<file path="src/rtl/rx_demux_if.sv">
// Receive-side bundle of the multiplexed serial link: the incoming line plus
// the three demultiplexed channel outputs and status flags.
interface rx_demux_if #(
  parameter int BUFF_SIZE = 8
);
  logic                 rx;
  logic [BUFF_SIZE-1:0] data_out_ch_1;
  logic [BUFF_SIZE-1:0] data_out_ch_2;
  logic [BUFF_SIZE-1:0] data_out_ch_3;
  logic                 valid_ch_1;
  logic                 valid_ch_2;
  logic                 valid_ch_3;
  logic                 parity_err;
  logic                 frame_err;
  logic                 busy;

  modport slave (
    input  rx,
    output data_out_ch_1, data_out_ch_2, data_out_ch_3,
    output valid_ch_1, valid_ch_2, valid_ch_3,
    output parity_err, frame_err, busy
  );

  modport master (
    output rx,
    input  data_out_ch_1, data_out_ch_2, data_out_ch_3,
    input  valid_ch_1, valid_ch_2, valid_ch_3,
    input  parity_err, frame_err, busy
  );
endinterface

</file>
<file path="src/rtl/rx_demux.sv">
// Serial receiver for the three-channel multiplexed line: deserializes
// start/chan/data/parity/stop frames and routes good payloads by channel tag.
module rx_demux #(
  parameter int BUFF_SIZE    = 8,
  parameter int CLKS_PER_BIT = 16
) (
  input logic       clk,
  input logic       rst,
  rx_demux_if.slave bus
);

  localparam int CW = $clog2(CLKS_PER_BIT);
  localparam int IW = $clog2(BUFF_SIZE + 1);
  localparam logic [CW-1:0] HALF_M1   = CW'(CLKS_PER_BIT / 2 - 1);
  localparam logic [CW-1:0] FULL_M1   = CW'(CLKS_PER_BIT - 1);
  localparam logic [IW-1:0] CHAN_LAST = IW'(1);
  localparam logic [IW-1:0] DATA_LAST = IW'(BUFF_SIZE - 1);

  typedef enum logic [2:0] {IDLE, START, CHAN, DATA, PARITY, STOP} state_t;

  state_t               state, state_n;
  logic                 rx_meta, rx_s, armed;
  logic [CW-1:0]        cnt;
  logic [IW-1:0]        idx;
  logic [1:0]           chan_sr;
  logic [BUFF_SIZE-1:0] data_sr;
  logic [BUFF_SIZE:0]   data_shift;
  logic                 par_bit;
  logic                 tick, done;
  logic                 bad_frame, bad_par, good;
  logic [BUFF_SIZE-1:0] data_1, data_2, data_3;
  logic                 valid_1, valid_2, valid_3, perr_q, ferr_q;

  always_ff @(posedge clk) begin
    if (rst) state <= IDLE;
    else     state <= state_n;
  end

  // tick marks a mid-bit sample point; done marks the stop-bit sample
  always_comb begin
    state_n = state;
    tick    = 1'b0;
    done    = 1'b0;
    case (state)
      IDLE:   if (armed && !rx_s) state_n = START;
      START:  if (cnt == HALF_M1) begin
                tick    = 1'b1;
                state_n = rx_s ? IDLE : CHAN;
              end
      CHAN:   if (cnt == FULL_M1) begin
                tick = 1'b1;
                if (idx == CHAN_LAST) state_n = DATA;
              end
      DATA:   if (cnt == FULL_M1) begin
                tick = 1'b1;
                if (idx == DATA_LAST) state_n = PARITY;
              end
      PARITY: if (cnt == FULL_M1) begin
                tick    = 1'b1;
                state_n = STOP;
              end
      STOP:   if (cnt == FULL_M1) begin
                tick    = 1'b1;
                done    = 1'b1;
                state_n = IDLE;
              end
      default: state_n = IDLE;
    endcase
  end

  // Framing problems take precedence over parity when a frame resolves
  assign bad_frame  = done && (!rx_s || (chan_sr == 2'b00));
  assign bad_par    = done && !bad_frame && ((^{chan_sr, data_sr}) != par_bit);
  assign good       = done && !bad_frame && !bad_par;
  assign data_shift = {rx_s, data_sr};

  always_ff @(posedge clk) begin
    if (rst) begin
      rx_meta <= 1'b0;
      rx_s    <= 1'b0;
      armed   <= 1'b0;
      cnt     <= '0;
      idx     <= '0;
      chan_sr <= '0;
      data_sr <= '0;
      par_bit <= 1'b0;
      data_1  <= '0;
      data_2  <= '0;
      data_3  <= '0;
      valid_1 <= 1'b0;
      valid_2 <= 1'b0;
      valid_3 <= 1'b0;
      perr_q  <= 1'b0;
      ferr_q  <= 1'b0;
    end else begin
      rx_meta <= bus.rx;
      rx_s    <= rx_meta;

      // Re-arm only once the line is seen high, so a held-low break cannot restart
      if (state == IDLE && rx_s) armed <= 1'b1;
      else if (done)             armed <= 1'b0;

      if (state == IDLE || tick) cnt <= '0;
      else                       cnt <= cnt + 1'b1;

      if (state == IDLE || (tick && state_n != state)) idx <= '0;
      else if (tick)                                   idx <= idx + 1'b1;

      if (tick && state == CHAN)   chan_sr <= {rx_s, chan_sr[1]};
      if (tick && state == DATA)   data_sr <= data_shift[BUFF_SIZE:1];
      if (tick && state == PARITY) par_bit <= rx_s;

      valid_1 <= good && (chan_sr == 2'd1);
      valid_2 <= good && (chan_sr == 2'd2);
      valid_3 <= good && (chan_sr == 2'd3);
      perr_q  <= bad_par;
      ferr_q  <= bad_frame;

      if (good && chan_sr == 2'd1) data_1 <= data_sr;
      if (good && chan_sr == 2'd2) data_2 <= data_sr;
      if (good && chan_sr == 2'd3) data_3 <= data_sr;
    end
  end

  assign bus.data_out_ch_1 = data_1;
  assign bus.data_out_ch_2 = data_2;
  assign bus.data_out_ch_3 = data_3;
  assign bus.valid_ch_1    = valid_1;
  assign bus.valid_ch_2    = valid_2;
  assign bus.valid_ch_3    = valid_3;
  assign bus.parity_err    = perr_q;
  assign bus.frame_err     = ferr_q;
  assign bus.busy          = (state != IDLE);

endmodule

</file>
<file path="src/flat_wrapper.sv">
// flat-port wrapper written by rule: the top's interface ports become plain ports
module rx_demux_flat 
#(
  parameter int BUFF_SIZE    = 8,
  parameter int CLKS_PER_BIT = 16
)
  (clk, rst, bus_rx, bus_data_out_ch_1, bus_data_out_ch_2, bus_data_out_ch_3, bus_valid_ch_1, bus_valid_ch_2, bus_valid_ch_3, bus_parity_err, bus_frame_err, bus_busy);
  rx_demux_if #(.BUFF_SIZE(BUFF_SIZE)) bus_i ();
  input logic clk;
  input logic rst;
  input wire logic [$bits(bus_i.rx)-1:0] bus_rx;
  output wire logic [$bits(bus_i.data_out_ch_1)-1:0] bus_data_out_ch_1;
  output wire logic [$bits(bus_i.data_out_ch_2)-1:0] bus_data_out_ch_2;
  output wire logic [$bits(bus_i.data_out_ch_3)-1:0] bus_data_out_ch_3;
  output wire logic [$bits(bus_i.valid_ch_1)-1:0] bus_valid_ch_1;
  output wire logic [$bits(bus_i.valid_ch_2)-1:0] bus_valid_ch_2;
  output wire logic [$bits(bus_i.valid_ch_3)-1:0] bus_valid_ch_3;
  output wire logic [$bits(bus_i.parity_err)-1:0] bus_parity_err;
  output wire logic [$bits(bus_i.frame_err)-1:0] bus_frame_err;
  output wire logic [$bits(bus_i.busy)-1:0] bus_busy;
  assign bus_i.rx = bus_rx;
  assign bus_data_out_ch_1 = bus_i.data_out_ch_1;
  assign bus_data_out_ch_2 = bus_i.data_out_ch_2;
  assign bus_data_out_ch_3 = bus_i.data_out_ch_3;
  assign bus_valid_ch_1 = bus_i.valid_ch_1;
  assign bus_valid_ch_2 = bus_i.valid_ch_2;
  assign bus_valid_ch_3 = bus_i.valid_ch_3;
  assign bus_parity_err = bus_i.parity_err;
  assign bus_frame_err = bus_i.frame_err;
  assign bus_busy = bus_i.busy;
  rx_demux #(.BUFF_SIZE(BUFF_SIZE), .CLKS_PER_BIT(CLKS_PER_BIT)) u_core (.clk(clk), .rst(rst), .bus(bus_i));
endmodule
</file>
<file path="config.mk">
export PLATFORM = sky130hd
export DESIGN_NAME = rx_demux_flat
export DESIGN_NICKNAME = d
export VERILOG_FILES = /design/src/rtl/rx_demux_if.sv /design/src/rtl/rx_demux.sv /design/src/flat_wrapper.sv
export SDC_FILE = /design/constraint.sdc
export NUM_CORES = 1
export LEC_CHECK = 0
export BUFFER_PORTS_ARGS = -buffer_cell sky130_fd_sc_hd__buf_2
export CAP_MARGIN = 20
export CORE_UTILIZATION = 57
export CTS_CLUSTER_DIAMETER = 200
export DETAILED_ROUTE_END_ITERATION = 6
export GPL_TIMING_DRIVEN = 0
export PLACE_DENSITY = 0.79
export SYNTH_ARGS = -nofsm -noshare
export SYNTH_HDL_FRONTEND = slang
export SYNTH_SLANG_ARGS = --single-unit
</file>
<file path="constraint.sdc">
create_clock -name clk -period 2.5 [get_ports clk]
set_input_delay 0.5 -clock clk [delete_from_list [all_inputs] [get_ports clk]]
set_output_delay 0.5 -clock clk [all_outputs]
set_load 0.005 [all_outputs]
</file>
# ---- After elaboration in Yosys (flattened, before gate mapping)
# Index checks and enable logic that the tools add are counted.
dict set report totals {
  output_inout_bits 30
  ff_bits 54
  word_cells 76
}
dict set report classes {
  n_mux 16
  reduce_logical 27
  eq_ne 14
  n_addsub 2
}
# op n
set op_table {}
lappend op_table {{3-bit two-way mux} 8}
lappend op_table {{3-bit case mux with 6 select lines} 1}
lappend op_table {{1-bit logical AND} 13}
lappend op_table {{10-bit parity} 1}
lappend op_table {{4-bit by 1-bit adder with 4-bit output (second input constant)} 2}
lappend op_table {{4-bit by 3-bit equality test with 1-bit output (second input constant)} 2}
lappend op_table {{3-bit by 2-bit equality test with 1-bit output (second input constant)} 2}
lappend op_table {{3-bit equality test (second input constant)} 2}
lappend op_table {{1-bit two-way mux} 5}
lappend op_table {{2-bit equality test (second input constant)} 2}
lappend op_table {{4-bit by 1-bit equality test with 1-bit output (second input constant)} 1}
lappend op_table {{4-bit equality test (second input constant)} 1}
lappend op_table {{2-bit OR reduction} 2}
lappend op_table {{4-bit OR reduction} 1}
lappend op_table {{3-bit by 1-bit equality test with 1-bit output (second input constant)} 1}
lappend op_table {{1-bit zero test} 3}
lappend op_table {{3-bit zero test} 1}
lappend op_table {{1-bit logical OR} 3}
lappend op_table {{3-bit != test} 1}
lappend op_table {{3-bit nonzero test} 1}
lappend op_table {{2-bit by 1-bit equality test with 1-bit output (second input constant)} 1}
lappend op_table {{2-bit zero test} 1}
lappend op_table {{2-bit two-way mux} 1}
lappend op_table {{1-bit case mux with 2 select lines} 1}
lappend op_table {{other kinds (2)} 2}

# ---- Longest topological paths before layout
dict set report depth {
  word_depth 10
  ltp_mapped 8
  mapped_depth_nobuf 7
}

# ---- Least setup slack after synthesis
# Ideal clock, no wire load.
dict set report synth_path {
  path_kind {register to register}
  startpoint {register u_core.chan_sr[0]}
  endpoint {register u_core.data_1[1] (netlist: u_core.bus.data_out_ch_1[1])}
  setup_time_ps 72
  t_required_ps 2428
  path_stages_with_launch 9
  period_less_slack_ps 2145
  slack_ps 355
  arrival_time_ps 2073
  n_path_buf 1
  cell_sequence {dfxtp_1 inv_1 ha_1 xnor2_1 xnor3_1 xnor2_1 and4_1 buf_2 mux2i_1}
}
dict set report synth_between {
  elab_chain_cells 9
  elab_cells_between_ends 12
  classes_between {eq/ne: 2; reduce/logical: 10}
}
# item line
set synth_lines {}
lappend synth_lines {{start, declared} rx_demux.sv:25} ;# logic [1:0] chan_sr;
lappend synth_lines {{start signal, assigned} rx_demux.sv:109} ;# if (tick && state == CHAN) chan_sr <= {rx_s, chan_sr[1]};
lappend synth_lines {{2-bit zero test} rx_demux.sv:72} ;# assign bad_frame = done && (!rx_s || (chan_sr == 2'b00));
lappend synth_lines {{1-bit logical OR} rx_demux.sv:72}
lappend synth_lines {{1-bit logical AND} rx_demux.sv:72}
lappend synth_lines {{1-bit zero test} {rx_demux.sv:73, rx_demux.sv:74}}
lappend synth_lines {{1-bit logical AND} {rx_demux.sv:73, rx_demux.sv:74}}
lappend synth_lines {{1-bit logical AND} rx_demux.sv:73} ;# assign bad_par = done && !bad_frame && ((^{chan_sr, data_sr}) != par_bit);
lappend synth_lines {{1-bit zero test} rx_demux.sv:74} ;# assign good = done && !bad_frame && !bad_par;
lappend synth_lines {{1-bit logical AND} rx_demux.sv:74}
lappend synth_lines {{1-bit logical AND *} rx_demux.sv:119} ;# if (good && chan_sr == 2'd1) data_1 <= data_sr;
lappend synth_lines {{end signal, assigned} rx_demux.sv:119}
lappend synth_lines {{end, declared} rx_demux.sv:31} ;# logic [BUFF_SIZE-1:0] data_1, data_2, data_3;
# Every way passes the cells marked *; elsewhere a longest branch is shown, timed or not.
# A chain may end at the register's enable or synchronous reset.

# ---- Final worst setup path
dict set report layout_path {
  startpoint {register u_core.chan_sr[1]}
  endpoint {register u_core.data_1[4] (netlist: u_core.bus.data_out_ch_1[4])}
}
# Same word-level chain as after synthesis.

==> impl_metrics.env <==
export IMPL_num_nets_final=297
export IMPL_area_growth_syn_to_layout_pct=12.85
export IMPL_clock_path_buffers=2
export IMPL_max_cap_viol_count=0
export IMPL_end_kind="flop"
export IMPL_worstMarginPinSlew_ns=0.6075
export IMPL_synth_compound_area_frac=0.06247
export IMPL_slew_viol_final=0
export IMPL_antenna_cells=0
export IMPL_most_common_layout_cells="54 x dfxtp_1, 37 x buf_2, 36 x nand2b_1, 36 x mux2i_1, 23 x nor2_1"
export IMPL_synth_adder_area_share=0.03555
export IMPL_slowest_stage="dfxtp_1"
export IMPL_hold_buffers=0
export IMPL_grt_pass1_wl_um=7314
export IMPL_io_pins=33
export IMPL_setup_tns_final_ns=0
export IMPL_via_per_inst=5.323
export IMPL_core_region_area_sq_mm=0.004086
export IMPL_max_freq_ghz=0.4292
export IMPL_synth_simple_gate_area_share=0.2250
export IMPL_synthDistinctLibCells=42
export IMPL_synth_seq_cells=54
export IMPL_fp_dieW_um=67.74
export IMPL_final_antenna_net_count=0
export IMPL_arrival_ns=2.57
export IMPL_outcome="complete, no violations"
export IMPL_ys_warn_count=0
export IMPL_grt_antenna_before_repair=0
export IMPL_clock_latency_ns=0.30
export IMPL_syn_nets=257
export IMPL_detail_route_iter0_violations=109
export IMPL_grt_pass1_vias=1508
export IMPL_startpoint_type="flop"
export IMPL_dr_total_vias=1794
export IMPL_routed_wl_um=4510
export IMPL_avgSynthCellArea_sq_um=9.974
export IMPL_grt_max_degree=16
export IMPL_dp_hpwl_um=3249
export IMPL_clk_pin_slew_ns=0.09
export IMPL_synth_top_area_cell="dfxtp_1"
export IMPL_dr_pass1_iters=4
export IMPL_synthXorXnorAreaFrac=0.05891
export IMPL_vdd_ir_drop_max_v=0.0003850
export IMPL_synth_top_family_by_area="simple AND/OR/NAND/NOR gates"
export IMPL_path_cells="inv_1, ha_1, xnor2_1, xnor3_1, xnor2_2, and4_1, buf_2, mux2i_1"
export IMPL_h_tree_depth=2
export IMPL_gp_congestion=0.8494
export IMPL_yosysSeqAreaShare=0.4388
export IMPL_cp_slowest_stage_delay_ns=0.41
export IMPL_cts_sinks=54
export IMPL_crit_family="XOR/XNOR gates"
export IMPL_die_h_um=67.74
export IMPL_period_needed_ns=2.330
export IMPL_ys_top_cells_by_area="dfxtp_1 44%, mux2i_1 15%, nand2b_1 9.1%"
export IMPL_syn_inst=247
export IMPL_grt_ovfl_total=0
export IMPL_fin_ws_ns=0.1703
export IMPL_min_path_type="in2reg"
export IMPL_cts_root_buffer_cell="clkbuf_8"
export IMPL_syn_area_sq_mm=0.002464
export IMPL_power_density_mw_per_mm2=494.2
export IMPL_async_flop_share=0
export IMPL_ys_flop_type="dfxtp_1"
export IMPL_cts_tree="done"
export IMPL_synth_mux_area_frac=0.1463
export IMPL_drc=0
export IMPL_dpl_worst_slack_ns=0.05451
export IMPL_layout_commonest_cell="dfxtp_1"
export IMPL_maxSlewHeadroom=0.5938
export IMPL_setup_viol=0
export IMPL_cp_max_fo=6
export IMPL_die_area_sq_mm=0.004589
export IMPL_synth_top_area_frac=0.4388
export IMPL_utilization=0.6803
export IMPL_finalCritPeriodShare=0.9319
export IMPL_crit_buf_inv=2
export IMPL_synth_edff_count=0
export IMPL_fin_skew_ns=0.008857
export IMPL_routedWlPerCell_um=13.38
export IMPL_start_util=0.6029
export IMPL_cts_made_buffers=5
export IMPL_hold_viol_final=0
export IMPL_worst_ep_required_time_ns=2.74
export IMPL_rsz0062_at_grt="false"
export IMPL_drive_gt1_frac=0.1812
export IMPL_p_leak_uw=0.001211
export IMPL_num_rows=23
export IMPL_io_buffers=32
export IMPL_grt_usage=0.2178
export IMPL_path_class="reg2reg"
[stage by stage]
| step | instances | area [sq um] | hold WS, ns | power (uW) |
|---|---|---|---|---|
| final | 337 | 2780 | 0.4015 | 1374 |
| after global routing | 337 | 2780 | 0.4015 | 1431 |
| after CTS | 336 | 2765 | 0.3923 | 1389 |
| after detailed placement | 329 | 2686 | 0.4423 | 939.1 |
| after global placement | 329 | 2686 | 0.4215 | 939.2 |
| after floorplan | 247 | 2464 | 0.4138 | 925.2 |
[layer usage]
layer  global-route usage  vias to the layer above  routed length, um
met2               0.3168                       48               1992
li1                     -                      926                  -
met5                    0                        -                  0
met1               0.3024                      812               2229
met3              0.06081                        8                220
met4              0.08245                        0                 67
[where the power goes]
part / internal (uW) / switching (uW) / leakage (uW)
clock: 189 / 266 / 0.0000438
sequential: 863 / 3.78 / 0.000435
combinational: 22.6 / 30.1 / 0.000732
[logic make-up after synthesis]
group           Yosys count
mux                      36
buf+inv                  18
compound gates           19
xor+xnor                 15
fa+ha+maj                 7
flops                    54
simple gates             98
[cell type report]
class                   instances  area, sq um
plain buffers                  13        62.56
clock buffers                   5        68.82
repair buffers                 33        167.7
well taps                      50        62.56
clock inverters                 2        10.01
inverters                       5        18.77
fillers                       325         1306
multi-input cells             175         1309
flip-flops and latches         54         1081
[path summary, 6_finish.rpt]
check                     from                     endpoint  slack (ns)  cells past startpoint
max          u_core.chan_sr[1]  u_core.bus.data_out_ch_1[4]        0.17                      8
min                     bus_rx               u_core.rx_meta        0.40                      2
max reg2reg  u_core.chan_sr[1]  u_core.bus.data_out_ch_1[4]        0.17                      8
min reg2reg      u_core.cnt[0]                u_core.cnt[0]        0.45                      1
[synth_stat cells (2+ instances only)]
master / instances
xnor2_1: 10
mux2i_1: 36
nand2_1: 7
dfxtp_1: 54
nor3b_1: 3
clkbuf_1: 6
xor2_1: 4
nor4_1: 2
ha_1: 7
inv_1: 5
nand4_1: 3
buf_2: 5
nor3_1: 7
nor2b_1: 4
nand2b_1: 36
nand3_1: 4
or3_1: 2
a21oi_1: 6
nor2_1: 23
[what timing repair did]
| item | in CTS | in global routing |
|---|---|---|
| buffers inserted | 0 | 1 |
| resized for setup | 0 | 1 |
| setup endpoints to repair | 0 | 21 |
[sequential cells by signal, indices dropped and copies added (netlist names), 2 cells and up]
name and flops:
u_core.idx 4, u_core.state 3, u_core.chan_sr 2, u_core.data_sr 8, u_core.cnt 4, u_core.bus.data_out_ch_1 8, u_core.bus.data_out_ch_2 8, u_core.bus.data_out_ch_3 8
No activity file was read; power rests on OpenSTA's default activity.
